$ cat src/rtl/eth_arb_pkg.sv
// Shared types for the two-port Ethernet receive arbiter.
// Optional drop counters are enabled by ETH_ARB_DROP_CNT_EN.
package eth_arb_pkg;

  typedef enum logic {PORT0, PORT1} port_t;

  typedef enum logic {SERVED_P0, SERVED_P1} arb_state_t;

  localparam logic [7:0] DROP_CNT_MAX = 8'hFF;

endpackage

$ cat src/rtl/port_byte_buffer.sv
// Per-port byte buffer: circular store with registered full flag.
// A push is judged against the count at the start of the cycle.
module port_byte_buffer #(
  parameter int DEPTH  = 4,
  parameter int DATA_W = 8
) (
  input  logic              clk,
  input  logic              n_rst,
  input  logic              push,
  input  logic [DATA_W-1:0] push_data,
  input  logic              pop,
  output logic [DATA_W-1:0] head,
  output logic              empty,
  output logic              full,
  output logic              drop
);

  localparam int AW = $clog2(DEPTH);

  logic [DATA_W-1:0] mem [DEPTH];
  logic [AW-1:0]     wr_ptr;
  logic [AW-1:0]     rd_ptr;
  logic [AW:0]       count;
  logic [AW:0]       count_nxt;
  logic              accept;
  logic              pop_ok;

  assign accept = push && (count < (AW+1)'(DEPTH));
  assign drop   = push && !accept;
  assign pop_ok = pop && (count != '0);
  assign empty  = (count == '0);
  assign head   = mem[rd_ptr];

  assign count_nxt = count + (AW+1)'(accept)
                   - (AW+1)'(pop_ok);

  always_ff @(posedge clk) begin
    if (accept) mem[wr_ptr] <= push_data;
  end

  always_ff @(posedge clk or negedge n_rst) begin
    if (!n_rst) begin
      wr_ptr <= '0;
      rd_ptr <= '0;
      count  <= '0;
      full   <= 1'b0;
    end else begin
      if (accept) wr_ptr <= wr_ptr + 1'b1;
      if (pop_ok) rd_ptr <= rd_ptr + 1'b1;
      count <= count_nxt;
      full  <= (count_nxt == (AW+1)'(DEPTH));
    end
  end

endmodule

$ cat src/rtl/eth_port_arbiter.sv
// Round-robin merge of two channel byte streams into one FIFO port.
// ETH_ARB_DROP_CNT_EN enables the saturating per-port drop counters.
module eth_port_arbiter
  import eth_arb_pkg::*;
#(
  parameter int DEPTH  = 4,
  parameter int DATA_W = 8
) (
  input  logic              clk,
  input  logic              n_rst,
  input  logic              p0_w_enable,
  input  logic [DATA_W-1:0] p0_data,
  input  logic              p1_w_enable,
  input  logic [DATA_W-1:0] p1_data,
  output logic              p0_full,
  output logic              p1_full,
  input  logic              fifo_full,
  output logic              fifo_w_enable,
  output logic [DATA_W-1:0] fifo_data,
  output logic              fifo_port,
  output logic [7:0]        p0_drop_cnt,
  output logic [7:0]        p1_drop_cnt
);

  arb_state_t        state;
  port_t             grant;
  logic              grant_valid;
  logic              empty0, empty1;
  logic              drop0, drop1;
  logic              pop0, pop1;
  logic [DATA_W-1:0] head0, head1;

  port_byte_buffer #(.DEPTH(DEPTH), .DATA_W(DATA_W)) u_buf0 (
    .clk(clk), .n_rst(n_rst),
    .push(p0_w_enable), .push_data(p0_data),
    .pop(pop0), .head(head0),
    .empty(empty0), .full(p0_full), .drop(drop0)
  );

  port_byte_buffer #(.DEPTH(DEPTH), .DATA_W(DATA_W)) u_buf1 (
    .clk(clk), .n_rst(n_rst),
    .push(p1_w_enable), .push_data(p1_data),
    .pop(pop1), .head(head1),
    .empty(empty1), .full(p1_full), .drop(drop1)
  );

  always_comb begin
    grant_valid = 1'b1;
    grant       = PORT0;
    unique case (1'b1)
      (!empty0 && !empty1):
        grant = (state == SERVED_P0) ? PORT1 : PORT0;
      (!empty0 && empty1): grant = PORT0;
      (empty0 && !empty1): grant = PORT1;
      default: grant_valid = 1'b0;
    endcase
  end

  assign fifo_w_enable = grant_valid && !fifo_full;
  assign pop0 = fifo_w_enable && (grant == PORT0);
  assign pop1 = fifo_w_enable && (grant == PORT1);

  // Idle outputs read as zero so the reset view is clean
  assign fifo_port = grant_valid && (grant == PORT1);
  assign fifo_data = !grant_valid ? '0
                   : (grant == PORT1) ? head1 : head0;

  always_ff @(posedge clk or negedge n_rst) begin
    if (!n_rst) begin
      state <= SERVED_P1;
    end else if (fifo_w_enable) begin
      state <= (grant == PORT1) ? SERVED_P1 : SERVED_P0;
    end
  end

`ifdef ETH_ARB_DROP_CNT_EN
  logic [7:0] drop_cnt0, drop_cnt1;

  always_ff @(posedge clk or negedge n_rst) begin
    if (!n_rst) begin
      drop_cnt0 <= '0;
      drop_cnt1 <= '0;
    end else begin
      if (drop0 && drop_cnt0 != DROP_CNT_MAX)
        drop_cnt0 <= drop_cnt0 + 8'd1;
      if (drop1 && drop_cnt1 != DROP_CNT_MAX)
        drop_cnt1 <= drop_cnt1 + 8'd1;
    end
  end

  assign p0_drop_cnt = drop_cnt0;
  assign p1_drop_cnt = drop_cnt1;
`else
  logic unused_drop;
  assign unused_drop = drop0 ^ drop1;
  assign p0_drop_cnt = '0;
  assign p1_drop_cnt = '0;
`endif

endmodule

$ cat config.mk
export PLATFORM = sky130hd
export DESIGN_NAME = eth_port_arbiter
export DESIGN_NICKNAME = d
export VERILOG_FILES = /design/src/rtl/eth_arb_pkg.sv /design/src/rtl/port_byte_buffer.sv /design/src/rtl/eth_port_arbiter.sv
export SDC_FILE = /design/constraint.sdc
export NUM_CORES = 1
export LEC_CHECK = 0
export CAP_MARGIN = 20
export CORE_ASPECT_RATIO = 1.75
export CORE_UTILIZATION = 42
export DETAILED_ROUTE_END_ITERATION = 10
export PLACE_DENSITY_LB_ADDON = 0.15
export REMOVE_ABC_BUFFERS = 1
export SLEW_MARGIN = 20
export SYNTH_ARGS = -nofsm -noshare
export SYNTH_HDL_FRONTEND = slang
export SYNTH_SLANG_ARGS = --single-unit
$ cat constraint.sdc
create_clock -name clk -period 2.4 [get_ports clk]
set_input_delay 0.36 -clock clk [delete_from_list [all_inputs] [get_ports clk]]
set_output_delay 0.36 -clock clk [all_outputs]
set_load 0.02 [all_outputs]
**After elaboration in Yosys (flattened, before gate mapping)**

Memories as Yosys holds them, arrays and structs flattened.
Cells that the tools add are included.
Widths: inputs -> output; s select.

- Memories: 2
- Output and inout port bits: 28
- Logic and storage cells: 53
- Bits in latches: 0
- Input port bits: 21
- Register bits: 17
- RAM bits: 64
- Bits in read-only memories: 0

Memory list:

| memory | words | width | read ports | clocked after Yosys merged registers in | write ports | RTL line | RTL |
|---|---|---|---|---|---|---|---|
| u_buf0.mem | 4 | 8 | 1 | 0 | 1 | port_byte_buffer.sv:20 | `logic [DATA_W-1:0] mem [DEPTH];` |
| u_buf1.mem | 4 | 8 | 1 | 0 | 1 | port_byte_buffer.sv:20 |  |

- Bitwise operators: 1
- Magnitude comparators: 2
- Multipliers: 0
- Add/subtract/negate cells: 8
- Eq/ne operators: 2
- Divide/modulo/power cells: 0
- Reductions and logical operators: 19
- Muxes and demuxes: 10
- Shifts and indexed selects: 0

Operators by type and width:

| kind | number |
|---|---|
| $mux 8 | 2 |
| $logic_and 1x1->1 | 11 |
| $add 2x1->2 const B | 4 |
| $mux 1 | 7 |
| $add 3x1->3 | 2 |
| $eq 3x3->1 const B | 2 |
| $logic_not 3->1 | 2 |
| $lt 3x3->1 const B | 2 |
| $reduce_bool 3->1 | 2 |
| $sub 3x1->3 | 2 |
| $logic_not 1->1 | 3 |
| $reduce_or 3->1 | 1 |
| $pmux 1 s2 | 1 |
| $not 1->1 | 1 |

**Logic depth before layout (Yosys ltp)**

Gate-level depths: netlist of the first run.

- Depth in word-level cells: 10
- Depth in mapped cells: 10
- Depth with buffers taken out: 10

**Hierarchy**

A second synthesis of the first run with hierarchy kept.

- Cells, all modules: 202
- Area, all modules: 3530.9 sq um

Modules (own cells, without submodules):

| module | area an instance (sq um) | times used | cells each | sequential area each (sq um) |
|---|---|---|---|---|
| port_byte_buffer | 1612.8 | 2 | 82 | 1161.1 |
| eth_port_arbiter | 305.3 | 1 | 38 | 26.3 |

**Worst setup path before layout of the first run**

OpenSTA, ideal clock, no wires.

- Kind: reg2reg
- From: reg u_buf0.count[2]
- To: reg u_buf0.full
- Setup slack: -0.020 ns
- Library setup time: 0.088 ns
- Clock period less this slack: 2.420 ns
- Path buffers: 0
- Required time: 2.312 ns
- Data arrival time: 2.331 ns
- Cell stages (with the launch flop): 11
- Path through: dfrtp_1 > or3_1 > o211ai_1 > inv_1 > ha_1 > inv_1 > ha_1 > fa_1 > xor2_1 > xnor2_1 > nor3b_1

- Longest elaborated chain between the ends: 10
- Elaborated cells between the ends (all ways): 18
- Classes of those cells: add/sub (2); order compare (1); eq/ne (1); mux (2); bitwise (1); reduce/logical (11)

Ends and longest elaborated chain:

| element | RTL line | RTL |
|---|---|---|
| start: declaration | port_byte_buffer.sv:23 | `logic [AW:0] count;` |
| start signal: assignment | port_byte_buffer.sv:50 | `count <= count_nxt;` |
| $logic_not 3->1 | port_byte_buffer.sv:31 | `assign empty = (count == '0);` |
| $logic_not 1->1 | eth_port_arbiter.sv:51, eth_port_arbiter.sv:53 |  |
| $logic_and 1x1->1, on equally long branches | eth_port_arbiter.sv:51, eth_port_arbiter.sv:53 |  |
| $reduce_or 3->1 (no line) | - |  |
| $mux 1 | eth_port_arbiter.sv:50 | `unique case (1'b1)` |
| $logic_and 1x1->1 | eth_port_arbiter.sv:59 | `assign fifo_w_enable = grant_valid && !fifo_full;` |
| $logic_and 1x1->1 | eth_port_arbiter.sv:60 | `assign pop0 = fifo_w_enable && (grant == PORT0);` |
| $logic_and 1x1->1 * | port_byte_buffer.sv:30 | `assign pop_ok = pop && (count != '0);` |
| named net u_buf0.pop_ok | port_byte_buffer.sv:26 | `logic pop_ok;` |
| $sub 3x1->3 * | port_byte_buffer.sv:35 | `- (AW+1)'(pop_ok);` |
| named net u_buf0.count_nxt[2] | port_byte_buffer.sv:24 | `logic [AW:0] count_nxt;` |
| $eq 3x3->1 * | port_byte_buffer.sv:51 | `full <= (count_nxt == (AW+1)'(DEPTH));` |
| end signal: assignment | port_byte_buffer.sv:51 |  |
| end: declaration | port_byte_buffer.sv:14 | `output logic full,` |

Mark *: on every way through the listed nets, which the timed path passes. The rest lies on a longest branch.
A chain may end at the register's enable or synchronous reset.

**Final worst setup path of the first run**

Ends and elaborated chain as after synthesis.

==> results.tsv, run 1 <==
stage	metric	value	unit
outcome	status	finished, final reports clean	
clock_network	cts_sinks	81	
yosys	yosys-top-cells-area	edfxtp_1 (54%), dfrtp_1 (11%), mux4_2 (10%)	
global_routing	antenna_found_initial	0	
sta	final-setup-viol-count	0	
placement	placed_cells	347	
worst_setup_path	arrival	2.60	ns
clock_network	root_buffer	clkbuf_16	
pwr	power_density	1286	nW/µm²
sta	skew	0.005051	ns
die	start_util	43.27	%
worst_setup_path	cp-start-kind	register	
yosys	synth.avg_cell_area	16.78	µm²
detailed_routing	wire_per_inst	15.97	µm
yosys	synthFlopType	edfxtp_1	
finish	nets	306	
pwr	peakVddDrop	0.6937	mV
placement	hpwl	4267	µm
placement	place.port_buffers	32	
placement	place_ws	-0.1613	ns
die	die_w	71.73	µm
pwr	p_leak	1.710	nW
clock_network	cts.path.max_buffers	2	
yosys	ys_types	37	
yosys	synth_cells	213	
detailed_routing	viasPerCell	4.804	
worst_setup_path	reg2reg_depth	10	
yosys	synth.most_common_cell	edfxtp_1	
detailed_routing	drtAntennaViolNets	0	
finish	area_growth	21.57	%
clock_network	clk_pin_slew	0.05	ns
clock_network	cts_hold_buffers	0	
finish	drive_above_1_share	29.45	%
die	io_pins	49	
worst_setup_path	ff2ff_setup_slack	0.06	ns
worst_setup_path	r2r-start	u_buf0.count[2]	
yosys	async_flop_share	20.99	%
clock_network	worstSkewPairLatency	0.33	ns
detailed_routing	dr.pass1.iters	4	
yosys	yosys_warnings	0	
clock_network	htree_levels	3	
detailed_routing	drt_iter0_markers	52	
sta	finalCriticalPeriod	2.342	ns
placement	place_congestion	0.7618	
global_routing	grt_max_degree	18	
min_path	hold_path.class	input port to async pin	
worst_setup_path	critical_path_class	register to register	
global_routing	overflow	0	
worst_setup_path	timing.rr.end	u_buf0.full	
worst_setup_path	cp-end-kind	register	
worst_setup_path	crit_required	2.66	ns
global_routing	grt_usage	14.71	%
clock_network	numCtsBuffers	9	
yosys	seq_area_frac_synth	65.72	%
sta	fin_crit_sh	97.60	%
global_routing	grt_pass1_wl	9170	µm
die	die_y	124.0	µm
worst_setup_path	cp_max_fo	3	
yosys	ys_seq_elements	81	
die	die_area	8895	µm²
sta	fin_ws	0.05760	ns
sta	fmax	0.4269	GHz
yosys	yosysTopAreaCellShare	53.78	%
detailed_routing	vias	1763	
yosys	netlist_area	3573	µm²
flow_run	drv_cap	0	
sta	slew_violations	0	
clock_network	cts_tree	built	
detailed_routing	drt_wl_total	5860	µm
sta	rsz0062_at_grt	true	
yosys	synth_area_leader_cell	edfxtp_1	
sta	hold_viol	0	
finish	fin_cells	367	
die	std_cell_rows	44	
die	coreArea	8258	µm²
finish	antenna_cells	0	
yosys	synth_edf_count	64	
global_routing	grt_pass1_vias	1825	
yosys	synth_common_cells	edfxtp_1 (64), inv_1 (29), buf_4 (17), dfrtp_1 (16), mux4_2 (16)	
detailed_routing	drc	0	
sequential cells by signal (all words and copies together) (netlist names):
signal	flops
u_buf0.rd_ptr	2
u_buf1.count	3
u_buf1.mem	32
u_buf1.wr_ptr	2
u_buf1.full	1
u_buf1.rd_ptr	2
u_buf0.mem	32
u_buf0.wr_ptr	2
u_buf0.full	1
state	1
u_buf0.count	3
worst max-delay path, stage by stage, from the launching register on:
cell      delay [ns]
dfrtp_1         0.40
or3_4           0.37
o211ai_1        0.12
inv_1           0.07
ha_1            0.27
inv_1           0.04
ha_2            0.17
fa_2            0.35
xor2_1          0.17
xnor2_1         0.15
nor3b_2         0.17
routing by layer:
layer / global-route usage [%] / routed length [µm] / up-vias
li1: - / - / 852
met1: 16.26 / 2340 / 874
met2: 25.53 / 3210 / 30
met3: 4.369 / 203 / 7
met4: 7.353 / 106 / 0
met5: 0 / 0 / -
through the flow:
| stage | power (mW) | hold slack, ns | util (%) | cell area [µm²] | TNS (ns) |
|---|---|---|---|---|---|
| after CTS | 5.696 | 0.3624 | 52.79 | 4359 | -0.006986 |
| after global placement | 4.430 | 0.5329 | 49.08 | 4053 | -0.09147 |
| after floorplan | 3.516 | 0.06441 | - | 3470 | -0.01952 |
| after detailed placement | 4.456 | 0.5330 | 49.08 | 4053 | -0.1613 |
| final | 5.585 | 0.3583 | 52.61 | 4344 | 0 |
| after global routing | 5.952 | 0.3847 | 52.61 | 4344 | -0.1246 |
power by group:
part	switching, mW	internal [mW]	leakage [nW]
combinational	1.17	1.16	0.796
sequential	0.208	1.84	0.783
clock	0.513	0.687	0.131
worst max path at each step:
| stage | to | startpoint | cells after the start |
|---|---|---|---|
| floorplan | u_buf0.full | u_buf0.count[2] | 10 |
| global placement | u_buf0.full | fifo_full | 11 |
| detailed placement | u_buf0.full | fifo_full | 11 |
| finish | u_buf0.full | u_buf0.count[2] | 10 |
| global route | u_buf0.full | u_buf0.count[2] | 10 |
| CTS | fifo_data[2] | u_buf0.count[2] | 6 |
layout by cell type (no fill, tap or decap), drive strengths merged, types with 2 or more instances in the layout:
cell,instances
nor3,3
clkinv,6
o21ai,3
xnor2,6
clkbuf,16
clkdlybuf4s50,23
nor3b,2
fa,2
inv,30
mux4,16
nand2,2
xor2,4
edfxtp,64
conb,16
o22ai,8
ha,12
dfrtp,16
and2,8
buf,24
cells by family (layout without fill, tap and decap cells):
logic type	Yosys count	after routing	synth area share, %
compound gates	16	16	4.412
mux	16	16	10.08
other cells	1	16	0.1049
flops	81	81	65.72
fa+ha+maj	14	14	5.322
buf+inv	54	101	7.737
xor+xnor	10	10	2.451
simple gates	21	21	4.167
cell type report:
| type | count | area [µm²] |
|---|---|---|
| clock buffers | 9 | 225.2 |
| flip-flops and latches | 81 | 2349 |
| repair buffers | 55 | 464.2 |
| clock inverters | 6 | 36.28 |
| well taps | 92 | 115.1 |
| inverters | 31 | 116.4 |
| fillers | 707 | 3914 |
| multi-input cells | 93 | 1039 |
timing repair:
item,CTS,global route
pin swaps,4,5
resized for setup,21,12
cloned,0,0
buffers inserted,4,1
endpoints found under the setup margin,10,11
No activity file was read; power rests on OpenSTA's default activity.
==> run 2, diff against run 1 <==
--- a/config.mk
+++ b/config.mk
@@ -14,4 +14,5 @@
 export SLEW_MARGIN = 20
 export SYNTH_ARGS = -nofsm -noshare
 export SYNTH_HDL_FRONTEND = slang
+export SYNTH_HIERARCHICAL = 1
 export SYNTH_SLANG_ARGS = --single-unit
==> results.tsv, run 2 <==
stage	metric	value	unit
global_routing	antenna_found_initial	0	
worst_setup_path	ff2ff_setup_slack	-0.17	ns
detailed_routing	drt_iter0_markers	150	
clock_network	clk_pin_slew	0.06	ns
die	die_w	71.19	µm
detailed_routing	viasPerCell	5.091	
worst_setup_path	crit_start	u_buf0/count[2]	
finish	final_cell_mix	edfxtp_1 (64), buf_4 (28), clkdlybuf4s50_1 (23)	
sta	fin_crit_sh	107.1	%
outcome	status	finished with violations	
yosys	synth_cells	200	
finish	final_common_cell	edfxtp_1	
pwr	p_switching	2.062	mW
global_routing	grt_pass1_vias	1950	
placement	place_ws	-0.3063	ns
clock_network	worstSkewPairLatency	0.33	ns
detailed_routing	drtAntennaViolNets	0	
finish	area_growth	28.63	%
detailed_routing	drt_wl_total	6359	µm
finish	nets	303	
detailed_routing	vias	1848	
sta	skew	0.003583	ns
worst_setup_path	timing.rr.end	u_buf1/full	
sta	tns	-0.4097	ns
placement	place_congestion	0.7284	
clock_network	numCtsBuffers	9	
worst_setup_path	arrival	2.78	ns
worst_setup_path	critical_path_class	register to register	
clock_network	cts_tree	built	
placement	place.port_buffers	32	
min_path	hold_path.class	input port to async pin	
detailed_routing	wire_per_inst	17.52	µm
finish	largest_registers	u_buf0/mem: 32 flops, u_buf1/mem: 32 flops	
worst_setup_path	r2r-start	u_buf0/count[2]	
finish	fillerInstances	650	
sta	whs	0.3581	ns
global_routing	grt_usage	15.85	%
die	io_pins	49	
pwr	p_int	4.177	mW
finish	final_core_util	56.45	%
pwr	power_density	1378	nW/µm²
die	std_cell_rows	43	
yosys	yosys_warnings	6	
die	start_util	43.89	%
global_routing	grt_max_degree	18	
global_routing	grt_pass1_wl	9867	µm
detailed_routing	drc	3	
sta	hold_viol	0	
worst_setup_path	crit_required	2.61	ns
sta	fin_ws	-0.1699	ns
finish	drive_above_1_share	31.14	%
detailed_routing	dr.pass1.iters	7	
sta	final-setup-viol-count	4	
outcome	violations	DRC, setup timing	
finish	fin_cells	363	
clock_network	cts.path.max_buffers	2	
finish	fin_area	4526	µm²
worst_setup_path	cp_max_fo	3	
placement	placed_cells	341	
pwr	p_seq_share	32.8	%
die	die_y	123.1	µm
die	coreArea	8016	µm²
clock_network	cts_hold_buffers	0	
worst_setup_path	cp-start-kind	register	
yosys	synth.avg_cell_area	17.59	µm²
sta	fmax	0.3891	GHz
pwr	combPwrFrac	45.6	%
pwr	p_sw_share	33.05	%
sta	slew_violations	0	
pwr	p_leak	1.725	nW
clock_network	root_buffer	clkbuf_16	
sta	rsz0062_at_grt	true	
clock_network	cts_sinks	81	
die	die_area	8761	µm²
placement	hpwl	4364	µm
pwr	p_total	6.238	mW
pwr	peakVddDrop	0.7825	mV
flow_run	drv_cap	0	
finish	antenna_cells	0	
global_routing	overflow	0	
worst_setup_path	reg2reg_depth	12	
yosys	netlist_area	3518	µm²
worst_setup_path	endpoint	u_buf1/full	
pwr	clockPowerShare	21.6	%
placement	place_area	4079	µm²
worst_setup_path	cp-end-kind	register	
clock_network	htree_levels	3	
sta	finalCriticalPeriod	2.570	ns
## run 2: changes by cell type in the layout (fill, tap and decap cells not counted), sizes merged, moves of 4 or more
cell / delta
inv: -13
buf: +8
clkinv: -4
clkbuf: -6
mux2: +4
a32o: +8
o22ai: -8
dlygate4sd2: +5
## run 2: routing by layer
metal  track usage [%]  share of wire, %  up-vias
li1                  -                 -      861
met1             17.74                39      933
met2             28.39                54       42
met3             2.445               4.1       12
met4             9.000               2.1        0
met5                 0                 0        -
## run 2: power by group through the flow
stage               Combinational (mW)  Clock (mW)  Sequential (mW)
global placement                  2.60           0             2.06
CTS                               2.56        1.37             2.05
detailed placement                2.62           0             2.07
finish                            2.84        1.35             2.05
global route                      3.06        1.42             2.09
floorplan                         1.38           0             2.11
## run 2: area by class of cell
cell class	count	area [µm²]	area share, %
Inverter	15	56.30	1.244
Multi-Input combinational cell	97	1117	24.69
Tap cell	90	112.6	2.488
Sequential cell	81	2350	51.92
Clock inverter	6	63.81	1.410
Timing Repair Buffer	64	596.8	13.19
Clock buffer	10	229.0	5.059
## run 2: worst min-delay path by stage
stage,end,from,slack [ns],depth (start not counted)
2_1_floorplan,u_buf0/count[0],n_rst,0.06,0
5_1_grt,u_buf1/rd_ptr[1],n_rst,0.38,2
4_1_cts,u_buf0/count[2],n_rst,0.36,2
3_5_place_dp,state,state,0.52,1
6_report,u_buf0/count[2],n_rst,0.36,2
3_3_place_gp,state,state,0.52,1
## run 2: what timing repair did
item / CTS / global route
gates resized for setup: 14 / 23
setup buffers: 0 / 6
pin swaps: 3 / 11
endpoints found under the setup margin: 12 / 9
## run 2: critical path: stages, from the launching register on
cell and delay (ns):
dfrtp_1 0.39, nor3_2 0.23, buf_4 0.17, nor2b_4 0.05
nor3_4 0.20, o31ai_2 0.10, inv_1 0.06, ha_1 0.12
inv_1 0.04, ha_2 0.17, fa_2 0.59, nor3_2 0.06
mux2_4 0.27
==> run 3, diff against run 2 <==
--- a/config.mk
+++ b/config.mk
@@ -9,6 +9,7 @@
 export CORE_ASPECT_RATIO = 1.75
 export CORE_UTILIZATION = 42
 export DETAILED_ROUTE_END_ITERATION = 10
+export MAX_ROUTING_LAYER = met4
 export PLACE_DENSITY_LB_ADDON = 0.15
 export REMOVE_ABC_BUFFERS = 1
 export SLEW_MARGIN = 20
==> results.tsv, run 3 (synthesis gave the netlist of run 2 again) <==
stage	metric	value	unit
sta	fin_ws	-0.1736	ns
finish	drive_above_1_share	31.14	%
finish	fillerInstances	650	
die	die_y	123.1	µm
sta	whs	0.3574	ns
finish	nets	303	
finish	multi_input_area	1117	µm²
finish	antenna_cells	0	
finish	area_growth	28.63	%
pwr	combPwrFrac	45.6	%
clock_network	cts_tree	built	
finish	final_cell_mix	edfxtp_1 (64), buf_4 (28), clkdlybuf4s50_1 (23)	
detailed_routing	drc	3	
detailed_routing	drtAntennaViolNets	0	
die	start_util	43.89	%
die	io_pins	49	
detailed_routing	drt_wl_total	6339	µm
sta	rsz0062_at_grt	true	
finish	largest_registers	u_buf0/mem: 32 flops, u_buf1/mem: 32 flops	
sta	tns	-0.4166	ns
worst_setup_path	crit_required	2.61	ns
clock_network	worstSkewPairLatency	0.33	ns
outcome	violations	DRC, setup timing	
worst_setup_path	cp-end-kind	register	
die	std_cell_rows	43	
worst_setup_path	cp-start-kind	register	
pwr	p_int	4.177	mW
pwr	peakVddDrop	0.7838	mV
pwr	p_total	6.238	mW
placement	hpwl	4364	µm
sta	hold_viol	0	
worst_setup_path	arrival	2.79	ns
sta	skew	0.003877	ns
pwr	p_switching	2.061	mW
sta	fmax	0.3886	GHz
sta	final-setup-viol-count	4	
min_path	hold_path.class	input port to async pin	
outcome	status	finished with violations	
global_routing	grt_usage	16.31	%
global_routing	grt_pass1_vias	1949	
flow_run	drv_cap	0	
global_routing	met3_usage	2.363	%
clock_network	root_buffer	clkbuf_16	
pwr	p_leak	1.725	nW
sta	finalCriticalPeriod	2.574	ns
detailed_routing	wire_per_inst	17.46	µm
placement	place.port_buffers	32	
global_routing	grt.busiest_layer	met2	
pwr	power_density	1378	nW/µm²
finish	final-seq-area	2350	µm²
pwr	clockPowerShare	21.6	%
die	die_area	8761	µm²
clock_network	cts_sinks	81	
global_routing	grt_use_met1	17.80	%
detailed_routing	dr.pass1.iters	7	
placement	place_congestion	0.7372	
detailed_routing	viasPerCell	5.085	
global_routing	overflow	0	
clock_network	cts_hold_buffers	0	
worst_setup_path	cp_max_fo	3	
clock_network	htree_levels	3	
worst_setup_path	critical_path_class	register to register	
clock_network	cts.path.max_buffers	2	
global_routing	met2_usage	28.39	%
detailed_routing	drt_iter0_markers	152	
detailed_routing	vias	1846	
clock_network	clk_pin_slew	0.06	ns
clock_network	numCtsBuffers	9	
global_routing	antenna_found_initial	0	
pwr	p_seq_share	32.8	%
global_routing	grt_max_degree	18	
die	coreArea	8016	µm²
die	die_w	71.19	µm
sta	fin_crit_sh	107.2	%
pwr	p_sw_share	33.04	%
global_routing	grt_pass1_wl	9873	µm
sta	slew_violations	0	
finish	final_common_cell	edfxtp_1	
-- run 3: layer usage --
layer	routed length (µm)	vias to the layer above
met5	0	-
met4	136	0
met3	244	12
met2	3454	41
met1	2504	932
li1	-	861
-- run 3: timing repair --
| action | in CTS | in global routing |
|---|---|---|
| setup buffers | 0 | 6 |
| gates resized for setup | 14 | 23 |
| setup endpoints to repair | 12 | 9 |
| pin swaps | 3 | 11 |
-- run 3: area by class of cell --
cell class / instances / share of cell area, %
Clock buffer: 10 / 5.059
Tap cell: 90 / 2.488
Clock inverter: 6 / 1.410
Sequential cell: 81 / 51.92
Inverter: 15 / 1.244
Multi-Input combinational cell: 97 / 24.69
Timing Repair Buffer: 64 / 13.19
-- run 3: power groups by stage --
stage	combinational [mW]	sequential, mW	clock (mW)
after floorplan	1.38	2.11	0
after global placement	2.60	2.06	0
after detailed placement	2.62	2.07	0
after CTS	2.56	2.05	1.37
after global routing	3.06	2.09	1.42
final	2.84	2.05	1.35
-- run 3: final timing paths --
check                                    to  cells after the start              from  slack, ns
max                             u_buf1/full                     12   u_buf0/count[2]      -0.17
min                        u_buf0/wr_ptr[1]                      2             n_rst       0.36
max reg2reg                     u_buf1/full                     12   u_buf0/count[2]      -0.17
min reg2reg                u_buf0/rd_ptr[0]                      1  u_buf0/rd_ptr[0]       0.52
max in group asynchronous             state                      2             n_rst       1.79
min in group clk           u_buf0/rd_ptr[0]                      1  u_buf0/rd_ptr[0]       0.52
-- run 3: worst max-delay path, cell delays in order (launching register included) --
cell and delay, ns:
dfrtp_1 0.39, nor3_2 0.23, buf_4 0.17, nor2b_4 0.05, nor3_4 0.20, o31ai_2 0.10
inv_1 0.06, ha_1 0.12, inv_1 0.04, ha_2 0.17, fa_2 0.59, nor3_2 0.06
mux2_4 0.27
-- run 3: stage by stage --
| stage | std cells | util, % | setup WS [ns] | instance area (µm²) |
|---|---|---|---|---|
| after global routing | 363 | 56.45 | -0.2919 | 4526 |
| final | 363 | 56.45 | -0.1736 | 4526 |
| after floorplan | 193 | - | -0.4745 | 3413 |
| after detailed placement | 341 | 50.88 | -0.3063 | 4079 |
| after global placement | 341 | 50.88 | -0.2448 | 4079 |
| after CTS | 357 | 54.69 | -0.1498 | 4384 |
